### src/rtl/inv_nr_pkg.sv
// Shared definitions for the Newton-Raphson reciprocal block.
//   state_t        : controller states
//   DEF_*          : default widths / iteration count
//   seed_value()   : rounded seed-table entry, 1/(0.5+(i+0.5)*2^-(L+1)) in Q2.(O-2)
package inv_nr_pkg;

    localparam int DEF_IPWRDLEN = 16;
    localparam int DEF_OPWRDLEN = 24;
    localparam int DEF_LUTADDRW = 6;
    localparam int DEF_NITER    = 2;

    typedef enum logic [2:0] {
        IDLE   = 3'd0,
        NORM   = 3'd1,
        SEED   = 3'd2,
        ITER_A = 3'd3,
        ITER_B = 3'd4,
        DONE   = 3'd5
    } state_t;

    // 0.5+(i+0.5)/2^(L+1) = (2^(L+1)+2i+1)/2^(L+2), so the scaled reciprocal is
    // 2^(O-2) * 2^(L+2) / (2^(L+1)+2i+1), rounded to nearest.
    function automatic logic [63:0] seed_value(input int idx, input int lutaddrw,
                                               input int opwrdlen);
        logic [63:0] num;
        logic [63:0] den;
        num = 64'd1 << (opwrdlen + lutaddrw);
        den = (64'd1 << (lutaddrw + 1)) + 64'(2 * idx + 1);
        return (num + (den >> 1)) / den;
    endfunction

endpackage

### src/rtl/inv_seed_rom.sv
// Seed table for the reciprocal iteration: entry i is the reciprocal of the
// midpoint of mantissa bucket i, Q2.(OPWRDLEN-2). Combinational read.
//   addr : bucket index (mantissa bits just below the leading one)
//   data : seed reciprocal
module inv_seed_rom
    import inv_nr_pkg::*;
#(
    parameter int LUTADDRW = DEF_LUTADDRW,
    parameter int OPWRDLEN = DEF_OPWRDLEN
) (
    input  logic [LUTADDRW-1:0] addr,
    output logic [OPWRDLEN-1:0] data
);

    logic [OPWRDLEN-1:0] rom_s [2**LUTADDRW];

    for (genvar g = 0; g < 2**LUTADDRW; g++) begin : g_rom
        assign rom_s[g] = OPWRDLEN'(seed_value(g, LUTADDRW, OPWRDLEN));
    end

    assign data = rom_s[addr];

endmodule

### src/rtl/inv_nr_iter.sv
// Iterative reciprocal: 1/x_in = x_op * 2^-exp_out.
// The operand is normalised to d in [0.5,1), seeded from a table, then refined
// with NITER Newton-Raphson steps x <- x*(2 - d*x) using one shared multiplier.
//   clk, rst_n            : clock, synchronous active-low reset
//   x_in/in_valid/in_ready: operand handshake (in_ready only while idle)
//   x_op                  : Q2.(OPWRDLEN-2) reciprocal mantissa
//   exp_out               : exponent
//   div_zero              : operand was zero (x_op all ones, exp_out 0)
//   out_valid/out_ready   : result handshake, result held until taken
module inv_nr_iter
    import inv_nr_pkg::*;
#(
    parameter int IPWRDLEN = DEF_IPWRDLEN,
    parameter int OPWRDLEN = DEF_OPWRDLEN,
    parameter int LUTADDRW = DEF_LUTADDRW,
    parameter int NITER    = DEF_NITER
) (
    input  logic                              clk,
    input  logic                              rst_n,
    input  logic [IPWRDLEN-1:0]               x_in,
    input  logic                              in_valid,
    output logic                              in_ready,
    output logic [OPWRDLEN-1:0]               x_op,
    output logic [$clog2(IPWRDLEN+1)-1:0]     exp_out,
    output logic                              div_zero,
    output logic                              out_valid,
    input  logic                              out_ready
);

    localparam int EXPW   = $clog2(IPWRDLEN + 1);
    // d is Q0.IPWRDLEN; moving it onto the Q2.(OPWRDLEN-2) grid is a left shift.
    localparam int DSHIFT = OPWRDLEN - 2 - IPWRDLEN;
    localparam logic [OPWRDLEN-1:0] TWO_C  = {2'b10, {(OPWRDLEN-2){1'b0}}};
    localparam logic [OPWRDLEN-1:0] ONES_C = {OPWRDLEN{1'b1}};

    state_t                state_r;
    logic [IPWRDLEN-1:0]   xin_r;
    logic [IPWRDLEN-1:0]   d_r;
    logic [EXPW-1:0]       exp_r;
    logic                  zero_r;
    logic [OPWRDLEN-1:0]   x_r;
    logic [OPWRDLEN-1:0]   t_r;
    logic [2:0]            cnt_r;

    logic [EXPW-1:0]       lz_s;
    logic [OPWRDLEN-1:0]   rom_data_s;
    logic [OPWRDLEN-1:0]   d_ext_s;
    logic [OPWRDLEN-1:0]   mul_a_s;
    logic [OPWRDLEN-1:0]   mul_b_s;
    logic [2*OPWRDLEN-1:0] prod_s;
    logic [1:0]            prod_hi_s;
    logic [OPWRDLEN-1:0]   prod_trunc_s;
    logic [OPWRDLEN-3:0]   prod_unused_s;
    logic [2:0]            cnt_next_s;

    inv_seed_rom #(
        .LUTADDRW (LUTADDRW),
        .OPWRDLEN (OPWRDLEN)
    ) u_rom (
        .addr (d_r[IPWRDLEN-2 -: LUTADDRW]),
        .data (rom_data_s)
    );

    // Leading-zero count: the highest set bit wins because the scan runs upward.
    always_comb begin
        lz_s = {EXPW{1'b0}};
        for (int i = 0; i < IPWRDLEN; i++) begin
            if (xin_r[i]) begin
                lz_s = EXPW'(IPWRDLEN - 1 - i);
            end else begin
                lz_s = lz_s;
            end
        end
    end

    assign d_ext_s = OPWRDLEN'(d_r) << DSHIFT;

    // Shared multiplier operands: d*x during ITER_A, x*t otherwise.
    always_comb begin
        if (state_r == ITER_A) begin
            mul_a_s = d_ext_s;
            mul_b_s = x_r;
        end else begin
            mul_a_s = x_r;
            mul_b_s = t_r;
        end
    end

    // Q4.(2*OPWRDLEN-4) product; the middle slice is the truncated Q2 value.
    assign prod_s = {{OPWRDLEN{1'b0}}, mul_a_s} * {{OPWRDLEN{1'b0}}, mul_b_s};
    assign {prod_hi_s, prod_trunc_s, prod_unused_s} = prod_s;
    assign cnt_next_s = cnt_r + 3'd1;

    // Controller and datapath registers, including all registered outputs.
    always_ff @(posedge clk) begin
        if (!rst_n) begin
            state_r   <= IDLE;
            in_ready  <= 1'b1;
            out_valid <= 1'b0;
            x_op      <= {OPWRDLEN{1'b0}};
            exp_out   <= {EXPW{1'b0}};
            div_zero  <= 1'b0;
            xin_r     <= {IPWRDLEN{1'b0}};
            d_r       <= {IPWRDLEN{1'b0}};
            exp_r     <= {EXPW{1'b0}};
            zero_r    <= 1'b0;
            x_r       <= {OPWRDLEN{1'b0}};
            t_r       <= {OPWRDLEN{1'b0}};
            cnt_r     <= 3'd0;
        end else begin
            case (state_r)
                IDLE: begin
                    if (in_valid) begin
                        xin_r    <= x_in;
                        in_ready <= 1'b0;
                        state_r  <= NORM;
                    end
                end
                NORM: begin
                    if (xin_r == {IPWRDLEN{1'b0}}) begin
                        zero_r  <= 1'b1;
                        state_r <= DONE;
                    end else begin
                        zero_r  <= 1'b0;
                        d_r     <= xin_r << lz_s;
                        exp_r   <= EXPW'(IPWRDLEN) - lz_s;
                        state_r <= SEED;
                    end
                end
                SEED: begin
                    x_r     <= rom_data_s;
                    cnt_r   <= 3'd0;
                    state_r <= ITER_A;
                end
                ITER_A: begin
                    // Wraps modulo 2^OPWRDLEN; d*x stays well below 2.0 here.
                    t_r     <= TWO_C - prod_trunc_s;
                    state_r <= ITER_B;
                end
                ITER_B: begin
                    x_r   <= (prod_hi_s != 2'b00) ? ONES_C : prod_trunc_s;
                    cnt_r <= cnt_next_s;
                    if (cnt_next_s == 3'(NITER)) begin
                        state_r <= DONE;
                    end else begin
                        state_r <= ITER_A;
                    end
                end
                DONE: begin
                    // First DONE cycle publishes the result; then wait for the sink.
                    if (!out_valid) begin
                        out_valid <= 1'b1;
                        if (zero_r) begin
                            x_op     <= ONES_C;
                            exp_out  <= {EXPW{1'b0}};
                            div_zero <= 1'b1;
                        end else begin
                            x_op     <= x_r;
                            exp_out  <= exp_r;
                            div_zero <= 1'b0;
                        end
                    end else if (out_ready) begin
                        out_valid <= 1'b0;
                        in_ready  <= 1'b1;
                        state_r   <= IDLE;
                    end
                end
                default: begin
                    state_r   <= IDLE;
                    in_ready  <= 1'b1;
                    out_valid <= 1'b0;
                end
            endcase
        end
    end

endmodule
### config.mk
export PLATFORM = sky130hd
export DESIGN_NAME = inv_nr_iter
export DESIGN_NICKNAME = d
export VERILOG_FILES = /design/src/rtl/inv_nr_pkg.sv /design/src/rtl/inv_seed_rom.sv /design/src/rtl/inv_nr_iter.sv
export SDC_FILE = /design/constraint.sdc
export NUM_CORES = 2
export LEC_CHECK = 0
export ABC_AREA = 1
export ABC_CLOCK_PERIOD_IN_PS = 9300
export BUFFER_PORTS_ARGS = -buffer_cell sky130_fd_sc_hd__buf_2
export CAP_MARGIN = 20
export CORE_MARGIN = 10
export CORE_UTILIZATION = 40
export CTS_CLUSTER_SIZE = 25
export DETAILED_ROUTE_END_ITERATION = 10
export RECOVER_POWER = 25
export SYNTH_ARGS = -nofsm -noshare
export SYNTH_HDL_FRONTEND = slang
export SYNTH_HIERARCHICAL = 1
export SYNTH_SLANG_ARGS = --single-unit
### constraint.sdc
create_clock -name clk -period 9.3 [get_ports clk]
set_input_delay 1.395 -clock clk [delete_from_list [all_inputs] [get_ports clk]]
set_output_delay 1.395 -clock clk [all_outputs]
set_load 0.01 [all_outputs]
### Yosys cells after proc, flatten, opt, wreduce, memory -nomap -nowiden

Memory sizes are Yosys's and may differ from the RTL's.
Index checks and enable logic that the tools add are counted.

* ROM bits: 1536
* word-level logic and storage cells: 84
* output and inout bits: 32
* memories: 1
* register bits after elaboration: 124

Memory list
* (no name shown): words 64, width 24, read ports 1, clocked after Yosys merged registers in 0, wr ports 0, RTL line inv_seed_rom.sv:21 `assign data = rom_s[addr];`

* magnitude comparators: 1
* bitwise logic cells: 4
* equality and inequality tests: 9
* reductions and logical operators: 11
* add/sub/neg operators: 3
* multipliers: 1
* shift-type cells: 1
* mux-type cells: 40

Operator list (number)
* $mux 24: 6
* $mux 5: 15
* $mul 24x24->48: 1
* $pmux 24 s2: 1
* $sub 24x24->24 const A: 1
* $pmux 3 s6: 1
* $logic_not 16->1: 1
* $shl 16x5->16: 1
* $mux 3: 5
* $eq 3x2->1 const B: 3
* $mux 4: 2
* $ge 7x7->1 const B: 1
* $mux 1: 7
* $not 6->7: 1
* $eq 3x3->1 const B: 2
* $ne 2x2->1 const B: 3
* $pmux 3 s2: 1
* $reduce_and 2->1: 3
* $reduce_or 5->1: 1
* $sub 5x5->5 const A: 1
* $reduce_and 4->1: 1
* $reduce_bool 2->1: 2
* $reduce_or 4->1: 1
* $add 3x1->3 const B: 1
* 6 further kinds: 8

### Logic depth before layout (Yosys ltp)

* depth in word-level cells: 17
* gate-level depth with buffers: 44
* mapped depth without buffers: 42

### Modules after synthesis

The synthesis kept the hierarchy.

By module, submodules not included
* inv_nr_iter: seq. area each 2482.4 um2, cells an instance 3374, instances 1, area an instance 25130.4 um2
* inv_seed_rom: seq. area each 0.0 um2, cells an instance 438, instances 1, area an instance 2078.2 um2

### Worst setup path before layout

No wires, ideal clock.

* path type: register to register
* start: register state_r[1]
* end: register t_r[18]
* setup time: 67 ps
* required time: 9233 ps
* slack: 1616 ps
* cell stages (with the launch flop): 39
* period minus slack after synthesis: 7684 ps
* arrival: 7616 ps
* path buffers: 2
* cells stage by stage: dfxtp_1 nand3_4 inv_1 clkbuf_1 nor2_1 a21oi_1 clkbuf_1 nor2_1 fa_1 fa_1 inv_1 fa_1 fa_1 fa_1 inv_1 fa_1 inv_1 fa_1 (+3 left out) or2_2 nand2_1 nand2_1 nand2_1 nor2_1 nand2_2 xor2_2 ha_1 nand3_1 nor2_2 nand2_1 inv_2 nand2_2 nor2_4 nand2_1 o21ai_1 nand2_1 a21oi_2

* longest elaborated chain between the ends: 4
* elaborated cells between the ends (all ways): 5
* classes of those cells: add/sub (1); mul (1); eq/ne (1); mux (2)

Ends and longest elaborated chain
* start, declared: RTL line inv_nr_iter.sv:36 `state_t state_r;`
* start signal, assigned: RTL line inv_nr_iter.sv:97 `state_r <= IDLE;`
* start signal, assigned: RTL line inv_nr_iter.sv:116 `state_r <= NORM;`
* start signal, assigned: RTL line inv_nr_iter.sv:122 `state_r <= DONE;`
* $eq 3x2->1 *: RTL line inv_nr_iter.sv:80, inv_nr_iter.sv:111
* $mux 24: RTL line inv_nr_iter.sv:80 `if (state_r == ITER_A) begin`
* $mul 24x24->48: RTL line inv_nr_iter.sv:90 `assign prod_s = {{OPWRDLEN{1'b0}}, mul_a_s} * {{OPWRDLEN{1'b0}}, mul_b_s};`
* $sub 24x24->24: RTL line inv_nr_iter.sv:137 `t_r <= TWO_C - prod_trunc_s;`
* end signal, assigned: RTL line inv_nr_iter.sv:108 `t_r <= {OPWRDLEN{1'b0}};`
* end signal, assigned: RTL line inv_nr_iter.sv:137
* end, declared: RTL line inv_nr_iter.sv:42 `logic [OPWRDLEN-1:0] t_r;`

Every way passes the cells marked *; elsewhere a longest branch is shown, timed or not.
A chain may end at the register's enable or synchronous reset.

### Worst setup path after layout

* start: register state_r[1]
* end: register x_r[16]

* longest elaborated chain between the ends: 6
* elaborated cells between the ends (all ways): 10
* classes of those cells: mul (1); eq/ne (3); mux (4); reduce/logical (2)

Ends and longest elaborated chain
* $eq 3x2->1: RTL line inv_nr_iter.sv:80
* $mux 24: RTL line inv_nr_iter.sv:80
* $mul 24x24->48: RTL line inv_nr_iter.sv:90
* $reduce_bool 2->1: RTL line inv_nr_iter.sv:141 `x_r <= (prod_hi_s != 2'b00) ? ONES_C : prod_trunc_s;`
* $mux 24: RTL line inv_nr_iter.sv:141
* $pmux 24 s2: RTL line inv_nr_iter.sv:111 `case (state_r)`
* end signal, assigned: RTL line inv_nr_iter.sv:107 `x_r <= {OPWRDLEN{1'b0}};`
* end signal, assigned: RTL line inv_nr_iter.sv:131 `x_r <= rom_data_s;`
* end signal, assigned: RTL line inv_nr_iter.sv:141
* end, declared: RTL line inv_nr_iter.sv:41 `logic [OPWRDLEN-1:0] x_r;`

Parallel ways exist; a longest one is shown, timed or not.

==> flow_summary.ini <==
[drt]
post_drt_wl_per_cell_um = 22.5
drc = 0
dr_total_vias = 25800
drt_wl_total_mm = 106
first_pass_iters = 5
drt-initial-drc-count = 3101
ant_nets = 0
drt-vias-per-instance = 5.46

[final_layout]
final_cells = 4732
fin_nets = 4536
final_cell_mix = 859 x nand2_1, 797 x inv_1, 481 x fa_1, 469 x nor2_1, 217 x nand3_1
drive_gt1_share_pct = 5.32
finish.utilization_pct = 43.5
area_growth_syn_to_layout_pct = 7.61
layout_commonest_cell = nand2_1
final.fill_count = 7063

[synthesis]
postSynthCellCount = 3812
synthFlopType = dfxtp_1
syn_area_mm2 = 0.0272
synthTopCellsByArea = fa_1 35%, nand2_1 12%, inv_1 11%
synth_async_sr_flop_share_pct = 0
synth_area_per_cell_um2 = 7.14
synth-seq-area-share_pct = 9.12
synth_cell_types = 49
synth_nets = 4504
synth_edf_count = 0
synth_top_area_share_pct = 35.4
yosysTopAreaCell = fa_1
synth_seq_cells = 124
ys_warn_count = 6

[critical_path]
cp_data_required_time_ns = 9.60
crit_type = reg -> reg
worst_path_most_repeated_cell = inv_1
cp_max_fo = 22
arrival_ns = 9.23
cp_top_family = adder cells
cpMaxStageDelayCell = fa_1
crit_buf_inv = 9
endpoint_kind = register
cp-start-kind = register
crit_path_max_incr_delay_ns = 0.55

[clocking]
root_buffer = clkbuf_16
cts.sinks = 124
htreeDepth = 4
clkLatencyLatePin_ns = 0.44
tritoncts = yes
cts_max_path_buffers = 2
clk_pin_slew_ns = 0.06
numCtsBuffers = 17

[pwr]
power.density_mw_per_mm2 = 214
finalPower_w = 0.00626
ir_worst_vdd_mv = 0.199
p_leak_nw = 14.9
swShare_pct = 62.7
clkPwrFrac_pct = 10.9
p_int_w = 0.00234
seq_power_share_pct = 13.2
comb_power_share_pct = 75.9
p_sw_w = 0.00393

[global_route]
grt_pass1_vias = 25400
grt_pass1_wl_mm = 162
antenna_found_initial = 4
grt_max_degree = 66
grt_usage_pct = 27.1
overflow = 0

[placement]
post-dp-hpwl_mm = 88.3
dp_slack_ns = 0.291
io_buffers = 51
finalWeightedCongestion = 1.05
place_inst = 4693

[timing]
slew_viol_final = 66
min_period_ns = 8.93
setup_slack_ns = 0.369
setup_viol = 0
fmax_ghz = 0.112
hold_violations = 0
tightest_slew_ns = 2.65
relSlewSlack_pct = -76.9
fin_hold_ws_ns = 0.471
clock_skew_ns = 0.0126
period_share_pct = 96.0

[die]
core_mm2 = 0.0673
dieArea_mm2 = 0.0789
ios = 52
dieHeight_um = 281
die_w_um = 281
start_util_pct = 40.4
num_rows = 95

[run]
maxCapViolations = 1

[worst_hold_path]
hp-class = reg -> reg

[outcome]
status = finished with violations
violations = max-capacitance violations, max-slew violations
## per-stage QoR
stage                     TNS (ns)  cell area, µm²
after detailed placement         0           28600
after floorplan                  0           27200
after CTS                        0           29200
final                            0           29300
after global routing        -0.149           29300
after global placement           0           28600
## Yosys cell counts (all sizes together) (3+ instances only)
| master | instances |
|---|---|
| xor2 | 7 |
| a21o | 5 |
| o22ai | 26 |
| inv | 811 |
| buf | 34 |
| clkinv | 17 |
| o21a | 3 |
| o21ai | 169 |
| nand4 | 26 |
| clkbuf | 93 |
| a31oi | 6 |
| nor3 | 12 |
| o211ai | 8 |
| or2 | 4 |
| a22oi | 5 |
| dfxtp | 124 |
| fa | 481 |
| xnor2 | 5 |
| ha | 191 |
| nor2 | 484 |
| a21oi | 178 |
| nand3b | 3 |
| nand2 | 878 |
| nor4 | 3 |
| o21bai | 9 |
| nand3 | 222 |
## state kept, by name, indices dropped and copies added (netlist names)
register   cells
t_r           24
exp_out        5
xin_r         16
zero_r         1
out_valid      1
d_r           16
x_op          24
state_r        3
div_zero       1
x_r           24
cnt_r          3
in_ready       1
exp_r          5
## cell families after synthesis
group                    synth area share [%]
AND/OR/NAND/NOR                          24.6
buffers and inverters                    13.5
adder cells (fa/ha/maj)                  44.2
AO/OA/AOI/OAI                            8.14
flip-flops                               9.12
XOR/XNOR                                0.441
other                                  0.0276
## power by group through the flow
stage | sequential [W] | clock [W] | combinational, W
2_1_floorplan | 0.000773 | 0 | 0.00287
3_3_place_gp | 0.000826 | 0 | 0.00458
3_5_place_dp | 0.000826 | 0 | 0.00455
4_1_cts | 0.000815 | 0.000689 | 0.00458
5_1_grt | 0.000831 | 0.000709 | 0.00511
6_report | 0.000825 | 0.000682 | 0.00476
## what timing repair did
action,4_1_cts,5_1_grt
resized for setup,0,15
endpoints found under the setup margin,0,38
hold buffers,0,0
setup buffers,0,5
## path summary, 6_finish.rpt
kind,start,end,slack (ns),cells past startpoint
setup / recovery,state_r[1],x_r[16],0.37,33
hold / removal,x_op[10],x_op[10],0.47,2
setup reg to reg,state_r[1],x_r[16],0.37,33
hold reg to reg,x_op[10],x_op[10],0.47,2
## area by class of cell
class | instances | area (µm²) | share of cell area [%]
timing repair buffer | 140 | 910 | 3.11
multi-input combinational | 2733 | 21100 | 72.0
tap | 873 | 1090 | 3.73
clock inverter | 15 | 164 | 0.560
sequential | 124 | 2480 | 8.48
clock buffer | 17 | 425 | 1.45
inverter | 828 | 3130 | 10.7
antenna | 2 | 5.00 | 0.0171
## layer usage
layer	GRT usage, %	vias up	part of all wire [%]	wire [µm]
met2	40.6	1398	43	45300
met5	0	-	0.053	56
li1	-	11600	-	-
met4	7.71	8	3.6	3830
met1	37.8	12600	42	44600
met3	7.35	217	12	12600
## worst reg2reg max path, delay by kind of cell, from the launching register on
| kind | cells | cell delay, ns |
|---|---|---|
| AOI/OAI and AO/OA | 7 | 1.54 |
| xor gates and xnor gates | 1 | 0.08 |
| adders and majority gates | 8 | 3.78 |
| buffers and inverters | 9 | 1.42 |
| DFF | 1 | 0.43 |
| and+or+nand+nor | 8 | 1.58 |
Note: power is estimated with default switching activity, not from simulation.
